--- config.mk ---
export PLATFORM = sky130hd
export DESIGN_NAME = uart_pkt_tx
export DESIGN_NICKNAME = d
export VERILOG_FILES = /design/src/rtl/uart_pkt_pkg.sv /design/src/rtl/uart_pkt_buf.sv /design/src/rtl/uart_pkt_tx.sv
export SDC_FILE = /design/constraint.sdc
export NUM_CORES = 1
export LEC_CHECK = 0
export ABC_AREA = 1
export CAP_MARGIN = 20
export CORE_ASPECT_RATIO = 1.1
export CORE_MARGIN = 10
export CORE_UTILIZATION = 50
export CTS_CLUSTER_DIAMETER = 120
export CTS_CLUSTER_SIZE = 14
export DETAILED_ROUTE_END_ITERATION = 12
export MAX_ROUTING_LAYER = met4
export PLACE_DENSITY = 0.66
export SYNTH_ARGS = -nofsm -noshare
export SYNTH_HDL_FRONTEND = slang
export SYNTH_SLANG_ARGS = --single-unit
--- constraint.sdc ---
create_clock -name sys_clk -period 3.06 [get_ports sys_clk]
set_input_delay 0.612 -clock sys_clk [delete_from_list [all_inputs] [get_ports sys_clk]]
set_output_delay 0.612 -clock sys_clk [all_outputs]
set_load 0.01 [all_outputs]
--- src/rtl/uart_pkt_pkg.sv ---
// Shared types and defaults for the UART packet framer.
// Holds the FSM state encoding, default sync bytes, and default payload depth.
package uart_pkt_pkg;

    localparam int         DEF_MAX_LEN = 64;
    localparam logic [7:0] DEF_HDR0    = 8'h55;
    localparam logic [7:0] DEF_HDR1    = 8'hAA;

    typedef enum logic [2:0] {
        IDLE,
        LOAD,
        SEND_H0,
        SEND_H1,
        SEND_LEN,
        SEND_PL,
        SEND_CS
    } state_e;

    function automatic int addr_w(input int n);
        return (n > 1) ? $clog2(n) : 1;
    endfunction

endpackage

--- src/rtl/uart_pkt_buf.sv ---
// Payload store: DEPTH x 8 memory, one write port, one registered read port.
// Ports: clk_i, we_i/waddr_i/wdata_i (write), re_i/raddr_i (read), rdata_o.
module uart_pkt_buf #(
    parameter int DEPTH = 64,
    parameter int AW    = 6
) (
    input  logic          clk_i,
    input  logic          we_i,
    input  logic [AW-1:0] waddr_i,
    input  logic [7:0]    wdata_i,
    input  logic          re_i,
    input  logic [AW-1:0] raddr_i,
    output logic [7:0]    rdata_o
);

    logic [7:0] mem_q [DEPTH];
    logic [7:0] rdata_q;

    always_ff @(posedge clk_i) begin
        if (we_i) begin
            mem_q[waddr_i] <= wdata_i;
        end
        if (re_i) begin
            rdata_q <= mem_q[raddr_i];
        end
    end

    assign rdata_o = rdata_q;

endmodule

--- src/rtl/uart_pkt_tx.sv ---
// Packet framer: buffers payload bytes, then emits HDR0,HDR1,LEN,payload,CSUM.
// Ports: sys_clk/sys_rst_n; pkt_* upstream handshake; tx_* downstream
// handshake; busy, frame_done (checksum accepted), ovf (payload byte dropped).
module uart_pkt_tx
    import uart_pkt_pkg::*;
#(
    parameter int         MAX_LEN = DEF_MAX_LEN,
    parameter logic [7:0] HDR0    = DEF_HDR0,
    parameter logic [7:0] HDR1    = DEF_HDR1
) (
    input  logic       sys_clk,
    input  logic       sys_rst_n,
    input  logic [7:0] pkt_data,
    input  logic       pkt_valid,
    input  logic       pkt_last,
    output logic       pkt_ready,
    output logic [7:0] tx_data,
    output logic       tx_valid,
    input  logic       tx_ready,
    output logic       busy,
    output logic       frame_done,
    output logic       ovf
);

    localparam int         AW   = addr_w(MAX_LEN);
    localparam logic [7:0] FULL = 8'(MAX_LEN);

    state_e        state_q, state_d;
    logic [7:0]    cnt_q, cnt_d;
    logic [7:0]    sum_q, sum_d;
    logic [7:0]    idx_q, idx_d;
    logic          run_q;
    logic          done_q, done_d;
    logic          ovf_q, ovf_d;

    logic          up_fire, dn_fire, full, pl_last;
    logic          wr_en, rd_en;
    logic [7:0]    idx_nxt, rd_data;
    logic [AW-1:0] rd_addr;

    // run_q keeps pkt_ready low through the reset cycle itself
    assign pkt_ready  = run_q && (state_q == IDLE || state_q == LOAD);
    assign tx_valid   = !(state_q == IDLE || state_q == LOAD);
    assign busy       = (state_q != IDLE);
    assign frame_done = done_q;
    assign ovf        = ovf_q;

    assign up_fire = pkt_valid && pkt_ready;
    assign dn_fire = tx_valid && tx_ready;
    assign full    = (cnt_q == FULL);
    assign pl_last = (idx_q == cnt_q - 8'd1);
    assign idx_nxt = idx_q + 8'd1;

    // Read port sits on entry 0 until SEND_PL, then fetches the next entry
    // on the same edge that the current one is handed off.
    assign rd_en   = (state_q != SEND_PL) || (tx_ready && !pl_last);
    assign rd_addr = (state_q == SEND_PL) ? idx_nxt[AW-1:0] : '0;

    uart_pkt_buf #(
        .DEPTH (MAX_LEN),
        .AW    (AW)
    ) u_buf (
        .clk_i   (sys_clk),
        .we_i    (wr_en),
        .waddr_i (cnt_q[AW-1:0]),
        .wdata_i (pkt_data),
        .re_i    (rd_en),
        .raddr_i (rd_addr),
        .rdata_o (rd_data)
    );

    always_comb begin
        tx_data = 8'h00;
        unique case (state_q)
            SEND_H0:  tx_data = HDR0;
            SEND_H1:  tx_data = HDR1;
            SEND_LEN: tx_data = cnt_q;
            SEND_PL:  tx_data = rd_data;
            SEND_CS:  tx_data = cnt_q + sum_q;
            default:  tx_data = 8'h00;
        endcase
    end

    always_comb begin
        state_d = state_q;
        cnt_d   = cnt_q;
        sum_d   = sum_q;
        idx_d   = idx_q;
        wr_en   = 1'b0;
        done_d  = 1'b0;
        ovf_d   = 1'b0;
        unique case (state_q)
            IDLE, LOAD: begin
                if (up_fire) begin
                    if (full) begin
                        ovf_d = 1'b1;
                    end else begin
                        wr_en = 1'b1;
                        cnt_d = cnt_q + 8'd1;
                        sum_d = sum_q + pkt_data;
                    end
                    state_d = pkt_last ? SEND_H0 : LOAD;
                end
            end
            SEND_H0: if (dn_fire) state_d = SEND_H1;
            SEND_H1: if (dn_fire) state_d = SEND_LEN;
            SEND_LEN: begin
                if (dn_fire) begin
                    state_d = SEND_PL;
                    idx_d   = 8'd0;
                end
            end
            SEND_PL: begin
                if (dn_fire) begin
                    if (pl_last) state_d = SEND_CS;
                    else         idx_d   = idx_nxt;
                end
            end
            SEND_CS: begin
                if (dn_fire) begin
                    done_d  = 1'b1;
                    cnt_d   = 8'd0;
                    sum_d   = 8'd0;
                    idx_d   = 8'd0;
                    state_d = IDLE;
                end
            end
            default: state_d = IDLE;
        endcase
    end

    always_ff @(posedge sys_clk) begin
        if (!sys_rst_n) begin
            state_q <= IDLE;
            cnt_q   <= 8'd0;
            sum_q   <= 8'd0;
            idx_q   <= 8'd0;
            run_q   <= 1'b0;
            done_q  <= 1'b0;
            ovf_q   <= 1'b0;
        end else begin
            state_q <= state_d;
            cnt_q   <= cnt_d;
            sum_q   <= sum_d;
            idx_q   <= idx_d;
            run_q   <= 1'b1;
            done_q  <= done_d;
            ovf_q   <= ovf_d;
        end
    end

endmodule

==> impl_metrics.xml, run 1 <==
<?xml version="1.0" encoding="UTF-8"?>
<metrics>
  <group name="clock_network">
    <metric name="cts_hold_buffers" unit="">0</metric>
    <metric name="cts_tree" unit="">done</metric>
    <metric name="clock_tree.htree_level_count" unit="">2</metric>
    <metric name="clk_root_buf" unit="">clkbuf_16</metric>
    <metric name="clk_pin_slew" unit="ns">0.08</metric>
    <metric name="cts_buffers" unit="">45</metric>
    <metric name="cts_sinks" unit="">550</metric>
    <metric name="cts.path.max_buffers" unit="">3</metric>
    <metric name="clock_latency_at_the_later_pin_of_the_worst_skew_pair" unit="ns">0.57</metric>
  </group>
  <group name="floorplan">
    <metric name="start_util" unit="%">50.45</metric>
    <metric name="die_width" unit="um">229.4</metric>
    <metric name="fp.coreArea" unit="mm^2">0.04782</metric>
    <metric name="boundaryPins" unit="">26</metric>
    <metric name="placementRows" unit="">84</metric>
    <metric name="die_area" unit="mm^2">0.05745</metric>
    <metric name="die_height" unit="um">250.4</metric>
  </group>
  <group name="synth">
    <metric name="synthesized_netlist_net_count" unit="">2315</metric>
    <metric name="postSynthCellCount" unit="">2283</metric>
    <metric name="postSynth.topFlopCell" unit="">edfxtp_1</metric>
    <metric name="synthesis.area" unit="mm^2">0.02413</metric>
    <metric name="synth_edf_count" unit="">520</metric>
    <metric name="yosys_warnings" unit="">0</metric>
    <metric name="synth.distinct_cells" unit="">43</metric>
    <metric name="sequential_cell_area_fraction_in_the_yosys_report" unit="%">67.21</metric>
    <metric name="synth_area_leaders" unit="">edfxtp_1 (65%), nand2_1 (6.6%), nand3_1 (6.1%)</metric>
    <metric name="synthArstFlopShare" unit="%">0</metric>
    <metric name="ys_seq_elements" unit="">550</metric>
    <metric name="syn_area_per_cell" unit="um^2">10.57</metric>
    <metric name="synth_top_area_share" unit="%">64.72</metric>
    <metric name="synth.largest_area_cell" unit="">edfxtp_1</metric>
  </group>
  <group name="sta">
    <metric name="worstMarginPinSlew" unit="ns">1.008</metric>
    <metric name="fmax" unit="MHz">337.0</metric>
    <metric name="rsz0062_at_grt" unit="">no</metric>
    <metric name="layout_setup_ws" unit="ns">0.09255</metric>
    <metric name="final.min_clock_period" unit="ns">2.967</metric>
    <metric name="timing.final.setup_violations" unit="">0</metric>
    <metric name="fin_skew" unit="ns">0.01313</metric>
    <metric name="tns" unit="ns">0</metric>
    <metric name="final-hold-violation-count" unit="">0</metric>
    <metric name="slew-limit-headroom" unit="%">32.82</metric>
    <metric name="final.period_utilization" unit="%">96.98</metric>
    <metric name="final_max_slew_viol_count" unit="">0</metric>
  </group>
  <group name="place">
    <metric name="place_ws" unit="ns">0.1250</metric>
    <metric name="post-dp-hpwl" unit="um">41000</metric>
    <metric name="globalplace.congestion" unit="">0.9544</metric>
    <metric name="io_buffer_count" unit="">25</metric>
  </group>
  <group name="critical_path">
    <metric name="timing.critical_path.from" unit="">state_q[1]</metric>
    <metric name="worst-endpoint-arrival" unit="ns">2.36</metric>
    <metric name="timing.critical_path.fanout_max" unit="">5</metric>
    <metric name="critical_path.cell_chain" unit="">inv_2 -&gt; nand2_1 -&gt; nor2_2 -&gt; inv_1 -&gt; o2111ai_1 -&gt; clkdlybuf4s50_1</metric>
    <metric name="critPathCaptureType" unit="">output port</metric>
    <metric name="critPathRequiredTime" unit="ns">2.45</metric>
    <metric name="timing.critical_path.from_type" unit="">register</metric>
    <metric name="worst-setup-path-type" unit="">reg -&gt; out</metric>
    <metric name="max_stage_delay" unit="ns">0.58</metric>
    <metric name="critPathSlowestCell" unit="">clkdlybuf4s50_1</metric>
    <metric name="worst_flop_to_flop_path_startpoint" unit="">idx_q[0]</metric>
  </group>
  <group name="power">
    <metric name="vdd.ir_drop.worst" unit="V">0.0003980</metric>
    <metric name="power_density" unit="mW/mm^2">542.0</metric>
    <metric name="totalPowerFinal" unit="W">0.01467</metric>
    <metric name="leak" unit="nW">10.32</metric>
  </group>
  <group name="grt">
    <metric name="grt_first_pass_wirelength" unit="um">100400</metric>
    <metric name="via_count_of_the_first_global_routing_pass" unit="">16520</metric>
    <metric name="grtUsageTotal" unit="%">23.39</metric>
    <metric name="grt_antenna_before_repair" unit="">0</metric>
    <metric name="grt_overflow_total" unit="">0</metric>
    <metric name="grt_max_degree" unit="">160</metric>
  </group>
  <group name="detailed_routing">
    <metric name="routed_via_density" unit="">5.692</metric>
    <metric name="antenna_violating_nets_post_route" unit="">0</metric>
    <metric name="drcViolationCount" unit="">0</metric>
    <metric name="wirelength" unit="um">66780</metric>
    <metric name="wl_per_cell" unit="um">21.99</metric>
    <metric name="drt_iter0_markers" unit="">1899</metric>
    <metric name="route.vias.total" unit="">17286</metric>
    <metric name="drtPass1Iterations" unit="">6</metric>
  </group>
  <group name="min_path">
    <metric name="hold_path.class" unit="">in -&gt; reg</metric>
    <metric name="hold_path_startpoint" unit="">pkt_data[1]</metric>
  </group>
  <group name="cells_and_area">
    <metric name="layout-drive-gt1-share" unit="%">9.703</metric>
    <metric name="finish.utilization" unit="%">56.60</metric>
    <metric name="nNetsFinal" unit="">2405</metric>
    <metric name="syn2layout_area_growth" unit="%">12.19</metric>
  </group>
  <group name="run_status">
    <metric name="status" unit="">complete, no violations</metric>
  </group>
  <group name="flow_run">
    <metric name="cap_violations" unit="">0</metric>
  </group>
</metrics>
cell usage after synthesis (2+ instances only):
cell and count:
xnor2_1 3, o21bai_1 5, edfxtp_1 520, o22ai_1 2
fa_1 2, nand4_1 5, buf_1 8, clkbuf_1 45
nor2_2 4, o211a_1 2, nand3_2 2, buf_2 49
ha_1 17, xor2_1 4, a21o_1 3, o211ai_1 46
dfxtp_1 30, nand2_1 426, or2_1 5, inv_2 5
buf_6 5, o2111ai_1 2, nand2_2 6, o21ai_0 132
buf_4 3, o21a_1 19, or2_2 11, nor2_1 349
clkinv_1 3, o21ai_1 16, inv_1 198, nand3_1 292
nor3_1 4, nor2_4 3, a21oi_1 47, a221oi_1 3
cells in the final DEF (no fill, tap or decap), types with 4 or more instances in the layout:
cell / n
edfxtp_1: 520
nand2_1: 425
nor2_1: 347
nand3_1: 292
inv_1: 197
o21ai_0: 130
buf_4: 114
a21oi_1: 47
o211ai_1: 46
clkbuf_16: 45
dfxtp_1: 25
o21a_1: 19
o21ai_1: 18
clkbuf_1: 16
ha_1: 15
buf_12: 14
or2_2: 11
clkdlybuf4s50_1: 10
buf_2: 9
nor2_4: 6
inv_2: 5
nand2_2: 5
nand4_1: 5
or2_1: 5
o21bai_1: 5
dfxtp_2: 5
xor2_1: 4
nor3_1: 4
per-stage QoR:
stage / hold slack, ns / std cells / area [um^2]
5_1_grt: 0.4186 / 3036 / 27070
2_1_floorplan: 0.4614 / 2283 / 24130
3_5_place_dp: 0.4791 / 2967 / 25760
6_report: 0.4299 / 3037 / 27070
3_3_place_gp: 0.4719 / 2967 / 25760
4_1_cts: 0.4166 / 3032 / 27010
state kept, by name, indices dropped and copies added, names as in the netlist:
register and cells:
sum_q 8, run_q 1, u_buf.rdata_o 8, idx_q 8, u_buf.mem_q 512, state_q 3, ovf 1, frame_done 1
cnt_q 8
critical path, delay by kind of cell (launching register included):
family	cells	cell delay [ns]
AOI/OAI and AO/OA	1	0.21
buffers and inverters	3	0.86
and+or+nand+nor	2	0.38
DFF	1	0.33
kinds of logic (layout without fill, tap and decap cells):
group / after synthesis / after routing / share of synthesized area, %
compound gates: 280 / 280 / 6.737
xor+xnor: 7 / 7 / 0.2541
fa+ha+maj: 19 / 19 / 1.048
buf+inv: 316 / 424 / 5.373
flops: 550 / 550 / 67.21
other cells: 0 / 1 / 0
simple gates: 1111 / 1111 / 19.38
power by group:
group / switching [W] / internal [W]
clock network: 0.00256 / 0.00270
registers: 0.0000516 / 0.00828
logic: 0.000744 / 0.000336
total: 0.00335 / 0.0113
area by class of cell:
class | count | area (um^2)
clock buffer | 61 | 1186
sequential | 550 | 16220
timing repair buffer | 153 | 1343
antenna | 1 | 2.502
tap | 645 | 807.0
clock inverter | 4 | 52.55
multi-input combinational | 1417 | 6681
fill | 3937 | 20750
inverter | 206 | 774.5
path summary, 6_finish.rpt:
check | end | slack (ns) | cells after the start
worst min-delay path | u_buf.mem_q[45][1] | 0.43 | 1
worst max register to register | u_buf.rdata_o[3] | 0.12 | 12
worst max-delay path | tx_data[0] | 0.09 | 6
worst min register to register | sum_q[0] | 0.49 | 2
routing by layer:
metal	track usage, %	vias to the layer above	share of wire (%)
met3	3.132	136	8.4
met4	10.18	0	4.4
met5	-	-	0
met1	30.19	8313	41
li1	-	7977	-
met2	36.70	860	47
timing repair:
action                                  in CTS  in global routing
gates cloned                                 0                  0
setup buffers                                0                  4
gates resized for setup                     16                 14
pin swaps                                    0                  2
endpoints found under the setup margin       8                  8
Note: power is estimated with default switching activity, not from simulation.
==> run 2: changes to the inputs <==
Clock period 3.06 ns to 3.3 ns, I/O delays scaled along.
==> impl_metrics.xml, run 2 (same netlist as run 1, synthesis figures left out) <==
<?xml version="1.0" encoding="UTF-8"?>
<metrics>
  <group name="cells_and_area">
    <metric name="layout.cells.non_filler" unit="">3041</metric>
    <metric name="syn2layout_area_growth" unit="%">12.21</metric>
    <metric name="largest_reg_flops" unit="">512</metric>
    <metric name="diodes" unit="">0</metric>
    <metric name="nNetsFinal" unit="">2410</metric>
    <metric name="layout-drive-gt1-share" unit="%">9.683</metric>
    <metric name="nFillCells" unit="">3935</metric>
    <metric name="layout_commonest_cell" unit="">edfxtp_1</metric>
    <metric name="most-common-layout-cells" unit="">edfxtp_1 (520), nand2_1 (426), nor2_1 (347)</metric>
    <metric name="largest-register" unit="">u_buf.mem_q</metric>
  </group>
  <group name="place">
    <metric name="post-dp-hpwl" unit="um">41810</metric>
    <metric name="globalplace.congestion" unit="">0.9457</metric>
    <metric name="io_buffer_count" unit="">25</metric>
    <metric name="dpl.cell_count" unit="">2972</metric>
  </group>
  <group name="clock_network">
    <metric name="cts_sinks" unit="">550</metric>
    <metric name="cts.path.max_buffers" unit="">3</metric>
    <metric name="clk_pin_slew" unit="ns">0.07</metric>
    <metric name="cts_tree" unit="">done</metric>
    <metric name="cts_buffers" unit="">45</metric>
    <metric name="clock_tree.htree_level_count" unit="">2</metric>
    <metric name="clk_root_buf" unit="">clkbuf_16</metric>
    <metric name="clock_latency_at_the_later_pin_of_the_worst_skew_pair" unit="ns">0.57</metric>
  </group>
  <group name="critical_path">
    <metric name="r2r_end" unit="">u_buf.mem_q[26][1]</metric>
    <metric name="reg2reg_depth" unit="">12</metric>
    <metric name="max_stage_delay" unit="ns">0.58</metric>
    <metric name="critPathRequiredTime" unit="ns">2.64</metric>
    <metric name="critical_path.cell_chain" unit="">inv_1 -&gt; nor2_2 -&gt; inv_2 -&gt; nor2_4 -&gt; a32oi_1 -&gt; o211ai_1 -&gt; clkdlybuf4s50_1</metric>
    <metric name="timing.critical_path.fanout_max" unit="">10</metric>
    <metric name="critPathSlowestCell" unit="">clkdlybuf4s50_1</metric>
    <metric name="critPathCaptureType" unit="">output port</metric>
    <metric name="worst_flop_to_flop_path_startpoint" unit="">cnt_q[0]</metric>
    <metric name="timing.critical_path.from_type" unit="">register</metric>
    <metric name="timing.critical_path.buf_inv" unit="">3</metric>
    <metric name="crit_family" unit="">buffers and inverters</metric>
    <metric name="worst-setup-path-type" unit="">reg -&gt; out</metric>
    <metric name="ff2ff_setup_slack" unit="ns">0.42</metric>
    <metric name="worst-endpoint-arrival" unit="ns">2.52</metric>
  </group>
  <group name="flow_run">
    <metric name="cap_violations" unit="">0</metric>
  </group>
  <group name="detailed_routing">
    <metric name="wirelength" unit="um">67200</metric>
    <metric name="routed_via_density" unit="">5.708</metric>
    <metric name="drcViolationCount" unit="">0</metric>
    <metric name="wl_per_cell" unit="um">22.10</metric>
    <metric name="antenna_violating_nets_post_route" unit="">0</metric>
    <metric name="route.vias.total" unit="">17359</metric>
    <metric name="drt_iter0_markers" unit="">2078</metric>
    <metric name="drtPass1Iterations" unit="">6</metric>
  </group>
  <group name="grt">
    <metric name="grt_overflow_total" unit="">0</metric>
    <metric name="grt_max_degree" unit="">88</metric>
    <metric name="grt_first_pass_wirelength" unit="um">101000</metric>
    <metric name="grtUsageTotal" unit="%">23.53</metric>
    <metric name="via_count_of_the_first_global_routing_pass" unit="">16570</metric>
    <metric name="grt_antenna_before_repair" unit="">0</metric>
  </group>
  <group name="sta">
    <metric name="final.period_utilization" unit="%">96.22</metric>
    <metric name="final_max_slew_viol_count" unit="">0</metric>
    <metric name="fmax" unit="MHz">314.9</metric>
    <metric name="final-hold-violation-count" unit="">0</metric>
    <metric name="worstMarginPinSlew" unit="ns">0.9548</metric>
    <metric name="timing.final.setup_violations" unit="">0</metric>
    <metric name="final.min_clock_period" unit="ns">3.175</metric>
    <metric name="slew-limit-headroom" unit="%">36.34</metric>
    <metric name="rsz0062_at_grt" unit="">no</metric>
    <metric name="tns" unit="ns">0</metric>
    <metric name="fin_skew" unit="ns">0.01442</metric>
  </group>
  <group name="floorplan">
    <metric name="placementRows" unit="">84</metric>
    <metric name="fp.coreArea" unit="mm^2">0.04782</metric>
    <metric name="die_area" unit="mm^2">0.05745</metric>
    <metric name="boundaryPins" unit="">26</metric>
    <metric name="die_height" unit="um">250.4</metric>
    <metric name="die_width" unit="um">229.4</metric>
    <metric name="start_util" unit="%">50.45</metric>
  </group>
  <group name="power">
    <metric name="totalPowerFinal" unit="W">0.01356</metric>
    <metric name="power_density" unit="mW/mm^2">500.8</metric>
    <metric name="vdd.ir_drop.worst" unit="V">0.0003316</metric>
    <metric name="leak" unit="nW">10.30</metric>
  </group>
  <group name="run_status">
    <metric name="status" unit="">complete, no violations</metric>
  </group>
  <group name="min_path">
    <metric name="hold_path_depth" unit="">2</metric>
    <metric name="hold_path_startpoint" unit="">sum_q[0]</metric>
    <metric name="worstHoldEndpoint" unit="">sum_q[0]</metric>
    <metric name="hold_path.class" unit="">reg -&gt; reg</metric>
  </group>
</metrics>
-- run 2: worst max path at each step --
stage / depth (start not counted) / slack [ns] / endpoint / from
2_1_floorplan: 12 / 0.80 / tx_data[6] / cnt_q[0]
3_3_place_gp: 13 / 0.27 / tx_data[6] / sum_q[0]
3_5_place_dp: 9 / 0.28 / u_buf.mem_q[26][1] / pkt_valid
4_1_cts: 9 / 0.01 / tx_data[7] / cnt_q[5]
5_1_grt: 7 / 0.009 / tx_data[2] / state_q[2]
6_report: 7 / 0.12 / tx_data[2] / state_q[2]
-- run 2: cell type report --
class / instances / area (um^2) / share of cell area (%)
Sequential cell: 550 / 16220 / 59.93
Timing Repair Buffer: 158 / 1358 / 5.015
Inverter: 206 / 774.5 / 2.861
Clock buffer: 61 / 1186 / 4.381
Tap cell: 645 / 807.0 / 2.981
Clock inverter: 4 / 52.55 / 0.1941
Multi-Input combinational cell: 1417 / 6671 / 24.64
-- run 2: through the flow --
step                setup slack (ns)  area (um^2)  hold slack, ns  utilization, %
floorplan                     0.7987        24130          0.4614               -
global placement              0.2665        25760          0.4748           53.87
detailed placement            0.2805        25760          0.4858           53.87
CTS                         0.009969        27020          0.4663           56.51
global route                0.008715        27070          0.4727           56.61
finish                        0.1248        27070          0.4854           56.61
-- run 2: power by group --
part,internal (W),total (W),switching (W)
Clock,0.00251,0.00483,0.00232
Combinational,0.000314,0.00100,0.000690
Sequential,0.00768,0.00773,0.0000503
-- run 2: layer usage --
layer  wire [um]  track usage, %
met1       27200           30.89
met2       30950           36.40
met3        5852           2.634
met4        3196           10.90
met5           0               -
-- run 2: timing repair --
item,CTS,global route
pin swaps,0,1
resized for setup,10,8
endpoints found under the setup margin,5,8
hold buffers,0,0
setup buffers,0,4
endpoints found under the hold margin,0,0
-- run 2: worst register-to-register path, stage by stage, from the launching register on --
cell      delay, ns
dfxtp_1        0.34
buf_4          0.14
clkinv_1       0.22
ha_1           0.34
nand2_1        0.12
nor2_1         0.06
nand4_1        0.13
nand2_2        0.14
nor2_1         0.23
nand3_1        0.13
buf_4          0.25
nor2_1         0.30
buf_4          0.21
